--- src/rtl/hub75_bcm_scan_tx.sv ---
// hub75_bcm_scan_tx
//   Autonomous HUB75 frame scanner with binary-coded-modulation refresh.
//   For each row and each bit plane (MSB first) it shifts one plane of pixel
//   bits out of frame memory, blanks, drives the row address, latches, and
//   then enables the panel for i_oe_base << plane cycles. The shift of the
//   next plane runs while the current plane is being displayed.
//
//   Optional feature macro: HUB75_BRIGHTNESS_EN
//     When defined, adds i_brightness[7:0]. It is sampled at frame start, and
//     the display time becomes ((i_oe_base << plane) * brightness) >> 8.
//
// Ports:
//   clk, rst            clock, synchronous active-high reset
//   i_enable            run continuous frames while high
//   i_clk_div           serial clock period in clk cycles (values < 2 act as 2)
//   i_oe_base           plane-0 display time in clk cycles
//   o_busy              high from frame start to frame end
//   o_frame_done        one-cycle pulse when a frame has been fully displayed
//   o_rd_addr           frame memory address, row*hpixel_p + column
//   i_rd_data           [seg][R,G,B][bit] pixel data, 1 clk after o_rd_addr
//   o_serial_clk        panel shift clock
//   o_red/green/blue    serial data, one bit per segment
//   o_latch_en          panel latch
//   o_oe_n              panel output enable, active-low
//   o_row               panel row address
module hub75_bcm_scan_tx #(
  parameter int hpixel_p     = 64,
  parameter int vpixel_p     = 64,
  parameter int bpp_p        = 8,
  parameter int segments_p   = 2,
  parameter int clk_div_wd_p = 8,
  parameter int oe_base_wd_p = 16,
  parameter int rows_p       = vpixel_p / segments_p,
  parameter int row_wd_p     = $clog2(rows_p),
  parameter int addr_width_p = $clog2(rows_p * hpixel_p),
  parameter int oe_cnt_wd_p  = oe_base_wd_p + bpp_p
) (
  input  logic                              clk,
  input  logic                              rst,
  input  logic                              i_enable,
  input  logic [clk_div_wd_p-1:0]           i_clk_div,
  input  logic [oe_base_wd_p-1:0]           i_oe_base,
`ifdef HUB75_BRIGHTNESS_EN
  input  logic [7:0]                        i_brightness,
`endif
  output logic                              o_busy,
  output logic                              o_frame_done,
  output logic [addr_width_p-1:0]           o_rd_addr,
  input  logic [segments_p*3*bpp_p-1:0]     i_rd_data,
  output logic                              o_serial_clk,
  output logic [segments_p-1:0]             o_red,
  output logic [segments_p-1:0]             o_green,
  output logic [segments_p-1:0]             o_blue,
  output logic                              o_latch_en,
  output logic                              o_oe_n,
  output logic [row_wd_p-1:0]               o_row
);

  localparam int col_wd_lp   = $clog2(hpixel_p);
  localparam int plane_wd_lp = (bpp_p > 1) ? $clog2(bpp_p) : 1;

  typedef enum logic [2:0] {IDLE, SHIFT, WAIT_OE, BLANK, LATCH, DONE} state_t;

  state_t                    state_q, state_d;
  logic [clk_div_wd_p-1:0]   div_q, div_d;
  logic [oe_base_wd_p-1:0]   base_q, base_d;
  logic [row_wd_p-1:0]       row_q, row_d;
  logic [plane_wd_lp-1:0]    plane_q, plane_d;
  logic [col_wd_lp-1:0]      col_q, col_d;
  logic [clk_div_wd_p-1:0]   ph_q, ph_d;
  logic [1:0]                lead_q, lead_d;
  logic [oe_cnt_wd_p-1:0]    oe_cnt_q, oe_cnt_d;
  logic                      busy_q, busy_d;
  logic                      done_q, done_d;
  logic [addr_width_p-1:0]   rd_addr_q, rd_addr_d;
  logic                      sclk_q, sclk_d;
  logic [segments_p-1:0]     red_q, red_d, green_q, green_d, blue_q, blue_d;
  logic                      latch_q, latch_d;
  logic                      oe_n_q, oe_n_d;
  logic [row_wd_p-1:0]       orow_q, orow_d;
  logic                      start;
  logic                      load_pix;
  logic [oe_cnt_wd_p-1:0]    shifted;
  logic [oe_cnt_wd_p-1:0]    load_val;

  function automatic logic [clk_div_wd_p-1:0] clamp_div(input logic [clk_div_wd_p-1:0] v);
    return (v < clk_div_wd_p'(2)) ? clk_div_wd_p'(2) : v;
  endfunction

  function automatic logic [addr_width_p-1:0] addr_of(input logic [row_wd_p-1:0] r,
                                                      input logic [col_wd_lp-1:0] c);
    return (addr_width_p'(r) << col_wd_lp) | addr_width_p'(c);
  endfunction

  assign shifted = oe_cnt_wd_p'(base_q) << plane_q;

`ifdef HUB75_BRIGHTNESS_EN
  logic [7:0]               bri_q, bri_d;
  logic [oe_cnt_wd_p+7:0]   prod;
  assign prod     = {8'd0, shifted} * {{oe_cnt_wd_p{1'b0}}, bri_q};
  assign load_val = prod[oe_cnt_wd_p+7:8];
`else
  assign load_val = shifted;
`endif

  always_comb begin
    state_d   = state_q;
    div_d     = div_q;
    base_d    = base_q;
    row_d     = row_q;
    plane_d   = plane_q;
    col_d     = col_q;
    ph_d      = ph_q;
    lead_d    = lead_q;
    busy_d    = busy_q;
    done_d    = 1'b0;
    rd_addr_d = rd_addr_q;
    sclk_d    = sclk_q;
    red_d     = red_q;
    green_d   = green_q;
    blue_d    = blue_q;
    latch_d   = latch_q;
    orow_d    = orow_q;
    start     = 1'b0;
    load_pix  = 1'b0;
`ifdef HUB75_BRIGHTNESS_EN
    bri_d     = bri_q;
`endif
    // The display counter free-runs down to zero in every state.
    oe_cnt_d  = (oe_cnt_q != '0) ? oe_cnt_q - oe_cnt_wd_p'(1) : '0;

    case (state_q)
      IDLE: begin
        busy_d = 1'b0;
        if (i_enable) start = 1'b1;
      end
      SHIFT: begin
        // Two lead cycles cover address register + memory read latency
        // before column 0 data can be registered onto the pins.
        if (lead_q == 2'd2) begin
          lead_d = 2'd1;
        end else if (lead_q == 2'd1) begin
          lead_d   = 2'd0;
          col_d    = '0;
          ph_d     = '0;
          sclk_d   = 1'b0;
          load_pix = 1'b1;
          if (hpixel_p > 1) rd_addr_d = addr_of(row_q, col_wd_lp'(1));
        end else if (ph_q == div_q - clk_div_wd_p'(1)) begin
          sclk_d = 1'b0;
          if (col_q == col_wd_lp'(hpixel_p - 1)) begin
            state_d = WAIT_OE;
          end else begin
            // Address for column+1 has been held for a whole bit, so
            // i_rd_data now carries it; prefetch column+2 next.
            col_d    = col_q + col_wd_lp'(1);
            ph_d     = '0;
            load_pix = 1'b1;
            if (int'(col_q) + 2 < hpixel_p)
              rd_addr_d = addr_of(row_q, col_q + col_wd_lp'(2));
          end
        end else begin
          ph_d   = ph_q + clk_div_wd_p'(1);
          sclk_d = ((ph_q + clk_div_wd_p'(1)) >= (div_q >> 1));
        end
      end
      WAIT_OE: begin
        if (oe_cnt_q == '0) state_d = BLANK;
      end
      BLANK: begin
        orow_d  = row_q;
        latch_d = 1'b1;
        ph_d    = '0;
        state_d = LATCH;
      end
      LATCH: begin
        if (ph_q == div_q - clk_div_wd_p'(1)) begin
          latch_d  = 1'b0;
          oe_cnt_d = load_val;
          if (plane_q != '0) begin
            plane_d   = plane_q - plane_wd_lp'(1);
            lead_d    = 2'd2;
            rd_addr_d = addr_of(row_q, '0);
            state_d   = SHIFT;
          end else if (row_q != row_wd_p'(rows_p - 1)) begin
            row_d     = row_q + row_wd_p'(1);
            plane_d   = plane_wd_lp'(bpp_p - 1);
            lead_d    = 2'd2;
            rd_addr_d = addr_of(row_q + row_wd_p'(1), '0);
            state_d   = SHIFT;
          end else begin
            state_d = DONE;
          end
        end else begin
          ph_d = ph_q + clk_div_wd_p'(1);
        end
      end
      DONE: begin
        if (oe_cnt_q == '0) begin
          done_d = 1'b1;
          if (i_enable) begin
            start = 1'b1;
          end else begin
            busy_d  = 1'b0;
            state_d = IDLE;
          end
        end
      end
      default: state_d = IDLE;
    endcase

    if (start) begin
      div_d     = clamp_div(i_clk_div);
      base_d    = i_oe_base;
`ifdef HUB75_BRIGHTNESS_EN
      bri_d     = i_brightness;
`endif
      row_d     = '0;
      plane_d   = plane_wd_lp'(bpp_p - 1);
      busy_d    = 1'b1;
      lead_d    = 2'd2;
      rd_addr_d = '0;
      state_d   = SHIFT;
    end

    if (load_pix) begin
      for (int s = 0; s < segments_p; s++) begin
        red_d[s]   = i_rd_data[s*3*bpp_p + 2*bpp_p + int'(plane_q)];
        green_d[s] = i_rd_data[s*3*bpp_p + bpp_p + int'(plane_q)];
        blue_d[s]  = i_rd_data[s*3*bpp_p + int'(plane_q)];
      end
    end

    oe_n_d = (oe_cnt_d == '0);
  end

  always_ff @(posedge clk) begin
    if (rst) begin
      state_q   <= IDLE;
      div_q     <= clk_div_wd_p'(2);
      base_q    <= '0;
      row_q     <= '0;
      plane_q   <= '0;
      col_q     <= '0;
      ph_q      <= '0;
      lead_q    <= '0;
      oe_cnt_q  <= '0;
      busy_q    <= 1'b0;
      done_q    <= 1'b0;
      rd_addr_q <= '0;
      sclk_q    <= 1'b0;
      red_q     <= '0;
      green_q   <= '0;
      blue_q    <= '0;
      latch_q   <= 1'b0;
      oe_n_q    <= 1'b1;
      orow_q    <= '0;
`ifdef HUB75_BRIGHTNESS_EN
      bri_q     <= '0;
`endif
    end else begin
      state_q   <= state_d;
      div_q     <= div_d;
      base_q    <= base_d;
      row_q     <= row_d;
      plane_q   <= plane_d;
      col_q     <= col_d;
      ph_q      <= ph_d;
      lead_q    <= lead_d;
      oe_cnt_q  <= oe_cnt_d;
      busy_q    <= busy_d;
      done_q    <= done_d;
      rd_addr_q <= rd_addr_d;
      sclk_q    <= sclk_d;
      red_q     <= red_d;
      green_q   <= green_d;
      blue_q    <= blue_d;
      latch_q   <= latch_d;
      oe_n_q    <= oe_n_d;
      orow_q    <= orow_d;
`ifdef HUB75_BRIGHTNESS_EN
      bri_q     <= bri_d;
`endif
    end
  end

  assign o_busy       = busy_q;
  assign o_frame_done = done_q;
  assign o_rd_addr    = rd_addr_q;
  assign o_serial_clk = sclk_q;
  assign o_red        = red_q;
  assign o_green      = green_q;
  assign o_blue       = blue_q;
  assign o_latch_en   = latch_q;
  assign o_oe_n       = oe_n_q;
  assign o_row        = orow_q;

endmodule

--- config.mk ---
export PLATFORM = sky130hd
export DESIGN_NAME = hub75_bcm_scan_tx
export DESIGN_NICKNAME = d
export VERILOG_FILES = /design/src/rtl/hub75_bcm_scan_tx.sv
export SDC_FILE = /design/constraint.sdc
export NUM_CORES = 1
export LEC_CHECK = 0
export CAP_MARGIN = 20
export CORE_MARGIN = 2
export CORE_UTILIZATION = 35
export CTS_CLUSTER_DIAMETER = 80
export DETAILED_ROUTE_END_ITERATION = 8
export GPL_ROUTABILITY_DRIVEN = 0
export MAX_ROUTING_LAYER = met4
export SETUP_SLACK_MARGIN = 0.02
export SLEW_MARGIN = 20
export SYNTH_ARGS = -nofsm -noshare
export SYNTH_HDL_FRONTEND = slang
export SYNTH_SLANG_ARGS = --single-unit
--- constraint.sdc ---
create_clock -name clk -period 4.2 [get_ports clk]
set_input_delay 0.84 -clock clk [delete_from_list [all_inputs] [get_ports clk]]
set_output_delay 0.84 -clock clk [all_outputs]
set_load 0.01 [all_outputs]
=== Word level (Yosys, flattened, before mapping) ===
Index checks and enable logic that the tools add are counted.

* Register bits: 102
* Bits of input ports: 75
* Output and inout port bits: 27
* Word-level logic and storage cells: 194

* $add $sub $neg: 13
* Magnitude comparators: 9
* Eq/ne operators: 37
* Shifts and indexed selects: 1
* Muxes and demuxes: 80
* Bitwise operators: 5
* Reductions and logical operators: 28

{| class="wikitable"
|+ Operators by type and width
! operator !! number
|-
| $mux 11 || 8
|-
| $mux 24 || 3
|-
| $logic_not 24->1 || 2
|-
| $mux 8 || 6
|-
| $mux 3 || 15
|-
| $ne 3x3->1 const B || 13
|-
| $bmux 1 s6 || 5
|-
| $mux 1 || 26
|-
| $pmux 8 s3 || 1
|-
| $reduce_bool 24->1 || 1
|-
| $shl 16x3->24 || 1
|-
| $sub 24x1->24 const B || 1
|-
| $ne 2x2->1 const B || 11
|-
| $pmux 11 s2 || 1
|-
| $lt 7x7->1 const B || 3
|-
| $reduce_and 4->1 || 5
|-
| $mux 6 || 3
|-
| $pmux 3 s6 || 1
|-
| $reduce_and 9->1 || 2
|-
| $reduce_bool 3->1 || 5
|-
| $add 6x3->7 const A || 2
|-
| $lt 6x7->1 const B || 2
|-
| $add 5x3->6 const A || 2
|-
| $mux 2 || 6
|-
| other kinds (32) || 48
|}

=== Depth between registers and ports, before layout ===
* Depth after elaboration: 8
* Gate-level depth with buffers: 14

=== Worst setup path after synthesis ===
Ideal clock, no wire load.

* Path type: reg2reg
* Start point: register oe_cnt_q[0]
* End point: register oe_n_q, in the netlist o_oe_n
* Arrival: 2,909 ps
* Required time: 4,140 ps
* Slack: 1,231 ps
* Cell stages (with the launch flop): 11
* Buffers on the path: 1
* Path through: dfxtp_1 -> inv_1 -> ha_1 -> or4b_1 -> clkbuf_1 -> or4_4 -> nor3_1 -> xor2_1 -> or3_1 -> a2111oi_1 -> a41o_1

* Longest elaborated chain between the ends: 5
* Elaborated cells between the ends (all ways): 6
* Classes of those cells: add/sub (1); mux (3); reduce/logical (2)

{| class="wikitable"
|+ RTL lines
! item !! RTL line !! text
|-
| from (decl) || 72 || <nowiki>logic [oe_cnt_wd_p-1:0] oe_cnt_q, oe_cnt_d;</nowiki>
|-
| from (signal assigned) || 270 || <nowiki>oe_cnt_q <= oe_cnt_d;</nowiki>
|-
| $sub 24x1->24 or $reduce_bool 24->1 (tied branches) || 130 || <nowiki>oe_cnt_d = (oe_cnt_q != '0) ? oe_cnt_q - oe_cnt_wd_p'(1) : '0;</nowiki>
|-
| $mux 24 (*) || 130 ||
|-
| $mux 24 || 177 || <nowiki>if (ph_q == div_q - clk_div_wd_p'(1)) begin</nowiki>
|-
| $mux 24 (*) || 132 || <nowiki>case (state_q)</nowiki>
|-
| $logic_not 24->1 (*) || 234 || <nowiki>oe_n_d = (oe_cnt_d == '0);</nowiki>
|-
| to (signal assigned) || 279 || <nowiki>oe_n_q <= oe_n_d;</nowiki>
|-
| to (decl) || 79 || <nowiki>logic oe_n_q, oe_n_d;</nowiki>
|}

Every way passes the cells marked *; elsewhere a longest branch is shown, timed or not.
A chain may end at the register's enable or synchronous reset.

=== Final worst setup path ===
* Start point: register div_q[0]
* End point: register rd_addr_q[3], in the netlist o_rd_addr[3]

* Longest elaborated chain between the ends: 4
* Elaborated cells between the ends (all ways): 5
* Classes of those cells: add/sub (1); eq/ne (3); reduce/logical (1)

{| class="wikitable"
|+ RTL lines
! item !! RTL line !! text
|-
| from (decl) || 65 || <nowiki>logic [clk_div_wd_p-1:0] div_q, div_d;</nowiki>
|-
| from (signal assigned) || 240 || <nowiki>div_q <= clk_div_wd_p'(2);</nowiki>
|-
| from (signal assigned) || 263 || <nowiki>div_q <= div_d;</nowiki>
|-
| $sub 8x1->8 (*) || 149, 177 ||
|-
| $eq 8x8->1 (*) || 149, 177 ||
|-
| $ne 3x3->1 (no line) or $ne 2x2->1 (tied branches) || n/a ||
|-
| $reduce_and 7->1 (no line) (*) || n/a ||
|-
| to (signal assigned) || 273 || <nowiki>rd_addr_q <= rd_addr_d;</nowiki>
|-
| to (decl) || 75 || <nowiki>logic [addr_width_p-1:0] rd_addr_q, rd_addr_d;</nowiki>
|}

Marks and branches as above.

==> reports/qor_table.md <==
| Stage | Item | Value |
| --- | --- | --- |
| placed design | IO Port Bufs | 101 |
| worst setup path | Sort of element at the end of the critical path | register |
| worst setup path | Critical path, cell by cell | inv_1, ha_1, o21bai_1, a211oi_1, a31oi_1, o211a_1, nor3b_2, o32a_1, mux2i_1, nor2_1 |
| clock network | Worst-skew pair later-pin latency | 0.36 ns |
| worst setup path | Startpoint types | register |
| sta | Final-report hold violation count | 0 |
| power and ir drop | Power per unit of standard cell area | 453 nW/um2 |
| clock network | Deepest clock path buffer count | 2 |
| layout | Count of antenna diodes in the layout | 0 |
| floorplanning | Die span in x | 140 um |
| sta | Number of setup violations in the final report | 0 |
| global routing | Global router's overall resource usage | 18.6% |
| logic synthesis | Top_reg_cell synth | sky130_fd_sc_hd__dfxtp_1 |
| clock network | Number of buffers created by CTS | 9 |
| global routing | Global-route wire length before repair | 28,900 um |
| drt | Number of vias after detailed routing | 5,938 |
| hold path | Class of the tightest hold or removal check | register to register |
| clock network | Post-CTS sizing | 0 |
| logic synthesis | Synth unique cells | 69 |
| clock network | Clock transition at the register clock pins on the worst setup and hold paths after CTS | 0.07 ns |
| layout | Final-layout fill cell count | 1,836 |
| drt | Final routed DRC violation total | 13 |
| sta | Max-slew violation total from the final report | 0 |
| floorplanning | Initial Utilization | 35.8% |
| job | Max-cap check violation count | 0 |
| floorplanning | Die area | 19,600 um2 |
| floorplanning | Floorplan Core Area | 18,100 um2 |
| logic synthesis | Share of the yosys chip area belonging to registers | 31.5% |
| clock network | CTS HTree Levels | 3 |
| worst setup path | Setup CP Type | register to register |
| worst setup path | Worst Reg-to-Reg Cells | 10 |
| worst setup path | Critical path arrival | 3.46 ns |
| drt | Routed wire per std cell | 15.9 um |
| global routing | Via count of the first global-routing pass | 5,592 |
| layout | Total area of multi-input combinational cells | 4100 um2 |
| worst setup path | Critical R2R Capture | o_rd_addr[3] |
| drt | Starting DRC count in detailed routing | 350 |
| sta | Worst slew margin relative to its limit | 48.3% |
| floorplanning | Die height | 140 um |
| sta | Setup skew after layout | 0.0124 ns |
| sta | Final cycle utilization of the critical path | 76.5% |
| drt | DR vias/cell | 5.37 |
| worst setup path | Data required time at the worst endpoint | 4.45 ns |
| sta | Final worst path period need | 3.21 ns |
| layout | Layout overhead on the synthesized area | 22.8% |
| status | Outcome | complete, but fails checks |
| sta | Pin slew with the least headroom to its limit | 0.776 ns |
| power and ir drop | Lkg Pwr | 2.92 nW |
| worst setup path | Buffer and inverter count on the worst path | 1 |
| floorplanning | Number of cell rows | 49 |
| placed design | DP Worst Slack | 1.03 ns |
| hold path | Cell depth of the worst min-delay path | 2 |
| sta | Setup tns final | 0 ns |
| logic synthesis | Summed instance area of the synthesized netlist | 6480 um2 |
| logic synthesis | Post-Synthesis Cells | 802 |
| layout | Fin area | 7960 um2 |
| logic synthesis | Flop and latch count out of synthesis | 102 |
| logic synthesis | Number of enable-type register cells in the synthesized netlist | 0 |
| floorplanning | I/O pin cnt | 102 |
| global routing | Number of antenna violations at the first check in global routing | 0 |
| logic synthesis | Async SR Flop Fraction | 0% |
| clock network | Hold Buf Count CTS | 0 |
| status | Violations in the final reports | design-rule violations |
| layout | Net total in the final layout | 967 |
| placed design | Cell area after placement | 7620 um2 |
| power and ir drop | Overall power after layout | 3.60 mW |
| clock network | Buffer count from post-CTS setup fixing | 0 |
| placed design | DP HPWL | 13,100 um |
| clock network | Clock tree from TritonCTS | done |
| worst setup path | Slowest cell delay on critical path | 0.71 ns |
| logic synthesis | Avg Synthesized Cell Area | 8.08 um2 |
| logic synthesis | Net count after synthesis | 896 |
| global routing | Largest net degree at the start of global routing | 64 |
| clock network | Clock Root Buffer | sky130_fd_sc_hd__clkbuf_16 |
| layout | Fraction of layout instances using a drive strength above 1 | 8.44% |
| worst setup path | R2r setup slk | 0.99 ns |
| power and ir drop | Largest voltage drop on the vdd net | 0.247 mV |
| drt | Final WL | 17,500 um |
| hold path | Start point of the worst hold path | o_row[3] |
| worst setup path | Crit path max fanout | 17 |
| drt | Number of routed nets with antenna violations | 0 |
| sta | Peak clock frequency supported by timing | 311 MHz |
| layout | Area taken by flip-flops and latches | 2040 um2 |
| drt | Count of TritonRoute iterations in the first routing pass | 7 |
| worst setup path | Beginning of the worst register-to-register path | div_q[0] |
| sta | Slack of the critical path | 0.988 ns |
| worst setup path | Slowest cell on the critical path | sky130_fd_sc_hd__o32a_1 |
| clock network | Number of sinks driven by the clock tree | 102 |
| global routing | Sum of overflow across all layers after global routing | 0 |
| hold path | Capture endpoint of the worst hold path | o_row[3] |
| sta | Setup repair after global routing missed its margin | false |
| worst setup path | Crit path max-delay family | compound AO/OA/AOI/OAI gates |
| logic synthesis | Synth warnings | 0 |
cell families (layout without fill, tap and decap cells):
logic type / Yosys count / count (layout) / synth area share, %
xor gates and xnor gates: 48 / 48 / 6.49
AOI/OAI and AO/OA: 158 / 158 / 15.6
adders and majority gates: 19 / 19 / 3.67
DFF: 102 / 102 / 31.5
muxes: 64 / 64 / 13.0
and+or+nand+nor: 331 / 331 / 24.4
buffers and inverters: 80 / 155 / 5.31
stage by stage:
step | util, % | std cells | hold slack [ns]
2_1_floorplan | - | 802 | 0.445
3_3_place_gp | 42.2 | 1091 | 0.444
3_5_place_dp | 42.2 | 1091 | 0.449
4_1_cts | 44.0 | 1106 | 0.459
5_1_grt | 44.0 | 1106 | 0.486
6_report | 44.0 | 1106 | 0.458
per-layer routing:
| metal | GRT usage, % | wire length (um) | up-vias |
|---|---|---|---|
| met5 | - | 0 | - |
| met4 | 5.32 | 287 | 0 |
| met3 | 3.56 | 951 | 21 |
| met2 | 28.7 | 7820 | 175 |
| met1 | 25.0 | 8470 | 2744 |
| li1 | - | - | 2998 |
worst reg2reg max path: cells and delay by family (launching register included):
kind,cells,cell delay [ns]
compound gates,5,1.56
fa+ha+maj,1,0.30
buf+inv,1,0.09
flops,1,0.40
mux,1,0.27
simple gates,2,0.49
worst max path at each step:
stage,from,endpoint,slack [ns],cells past startpoint
after floorplan,oe_cnt_q[0],o_oe_n,1.23,10
after global placement,div_q[0],o_rd_addr[4],1.09,10
after detailed placement,div_q[1],o_rd_addr[1],1.03,10
after CTS,div_q[0],o_rd_addr[1],1.01,10
after global routing,div_q[0],o_rd_addr[6],0.66,10
final,div_q[0],o_rd_addr[3],0.99,10
flip-flops by register name (all words and copies together), names as in the netlist, 5 cells and up:
register / flops
o_rd_addr: 11
col_q: 6
oe_cnt_q: 24
div_q: 8
base_q: 16
row_q: 5
o_row: 5
ph_q: 8
cell type report:
cell class,count,area share [%]
Multi-Input combinational cell,620,51.5
Sequential cell,102,25.7
Timing Repair Buffer,113,13.8
Tap cell,229,3.60
Clock buffer,9,2.83
Clock inverter,6,1.37
Inverter,27,1.27
power breakdown:
group | switching, mW | total (mW) | internal (mW)
Sequential | 0.143 | 1.23 | 1.09
Combinational | 0.783 | 1.42 | 0.637
Clock | 0.376 | 0.955 | 0.579
layout by cell type (no fill, tap or decap), types with 3 or more instances in the layout:
cell,n
sky130_fd_sc_hd__a211oi_1,11
sky130_fd_sc_hd__a21o_1,8
sky130_fd_sc_hd__a21oi_1,69
sky130_fd_sc_hd__a311oi_1,5
sky130_fd_sc_hd__a31oi_1,10
sky130_fd_sc_hd__and2_1,3
sky130_fd_sc_hd__buf_4,12
sky130_fd_sc_hd__bufinv_16,3
sky130_fd_sc_hd__clkbuf_16,9
sky130_fd_sc_hd__clkdlybuf4s50_1,100
sky130_fd_sc_hd__dfxtp_1,100
sky130_fd_sc_hd__ha_1,19
sky130_fd_sc_hd__inv_1,27
sky130_fd_sc_hd__mux2_2,13
sky130_fd_sc_hd__mux2i_1,36
sky130_fd_sc_hd__mux4_2,15
sky130_fd_sc_hd__nand2_1,99
sky130_fd_sc_hd__nand2b_1,10
sky130_fd_sc_hd__nand3_1,30
sky130_fd_sc_hd__nand3b_1,3
sky130_fd_sc_hd__nand4_1,7
sky130_fd_sc_hd__nor2_1,90
sky130_fd_sc_hd__nor2b_1,10
sky130_fd_sc_hd__nor3_1,29
sky130_fd_sc_hd__nor4_1,9
sky130_fd_sc_hd__o21ai_0,15
sky130_fd_sc_hd__o31ai_1,4
sky130_fd_sc_hd__o32ai_1,6
sky130_fd_sc_hd__or2_2,3
sky130_fd_sc_hd__or3_1,16
sky130_fd_sc_hd__or4_1,4
sky130_fd_sc_hd__or4_4,3
sky130_fd_sc_hd__xnor2_1,23
sky130_fd_sc_hd__xor2_1,25
cells in the mapped netlist, types with 4 or more instances:
cell type                  count  area, um2
sky130_fd_sc_hd__dfxtp_1     102       2040
sky130_fd_sc_hd__nand2_1      99        372
sky130_fd_sc_hd__nor2_1       90        338
sky130_fd_sc_hd__a21oi_1      69        345
sky130_fd_sc_hd__mux2i_1      36        360
sky130_fd_sc_hd__clkbuf_1     34        128
sky130_fd_sc_hd__nand3_1      30        150
sky130_fd_sc_hd__nor3_1       29        145
sky130_fd_sc_hd__inv_1        27        101
sky130_fd_sc_hd__xor2_1       25        219
sky130_fd_sc_hd__xnor2_1      23        201
sky130_fd_sc_hd__ha_1         19        238
sky130_fd_sc_hd__or3_1        16        100
sky130_fd_sc_hd__mux4_2       15        338
sky130_fd_sc_hd__o21ai_0      15       75.1
sky130_fd_sc_hd__mux2_2       13        146
sky130_fd_sc_hd__a211oi_1     11       82.6
sky130_fd_sc_hd__a31oi_1      10       62.6
sky130_fd_sc_hd__buf_2        10       50.1
sky130_fd_sc_hd__nand2b_1     10       62.6
sky130_fd_sc_hd__nor2b_1      10       62.6
sky130_fd_sc_hd__nor4_1        9       56.3
sky130_fd_sc_hd__a21o_1        8       60.1
sky130_fd_sc_hd__nand4_1       7       43.8
sky130_fd_sc_hd__o32ai_1       6       52.6
sky130_fd_sc_hd__a311oi_1      5       43.8
sky130_fd_sc_hd__o31ai_1       4       30.0
sky130_fd_sc_hd__or4_1         4       30.0
Note: power is estimated with default switching activity, not from simulation.
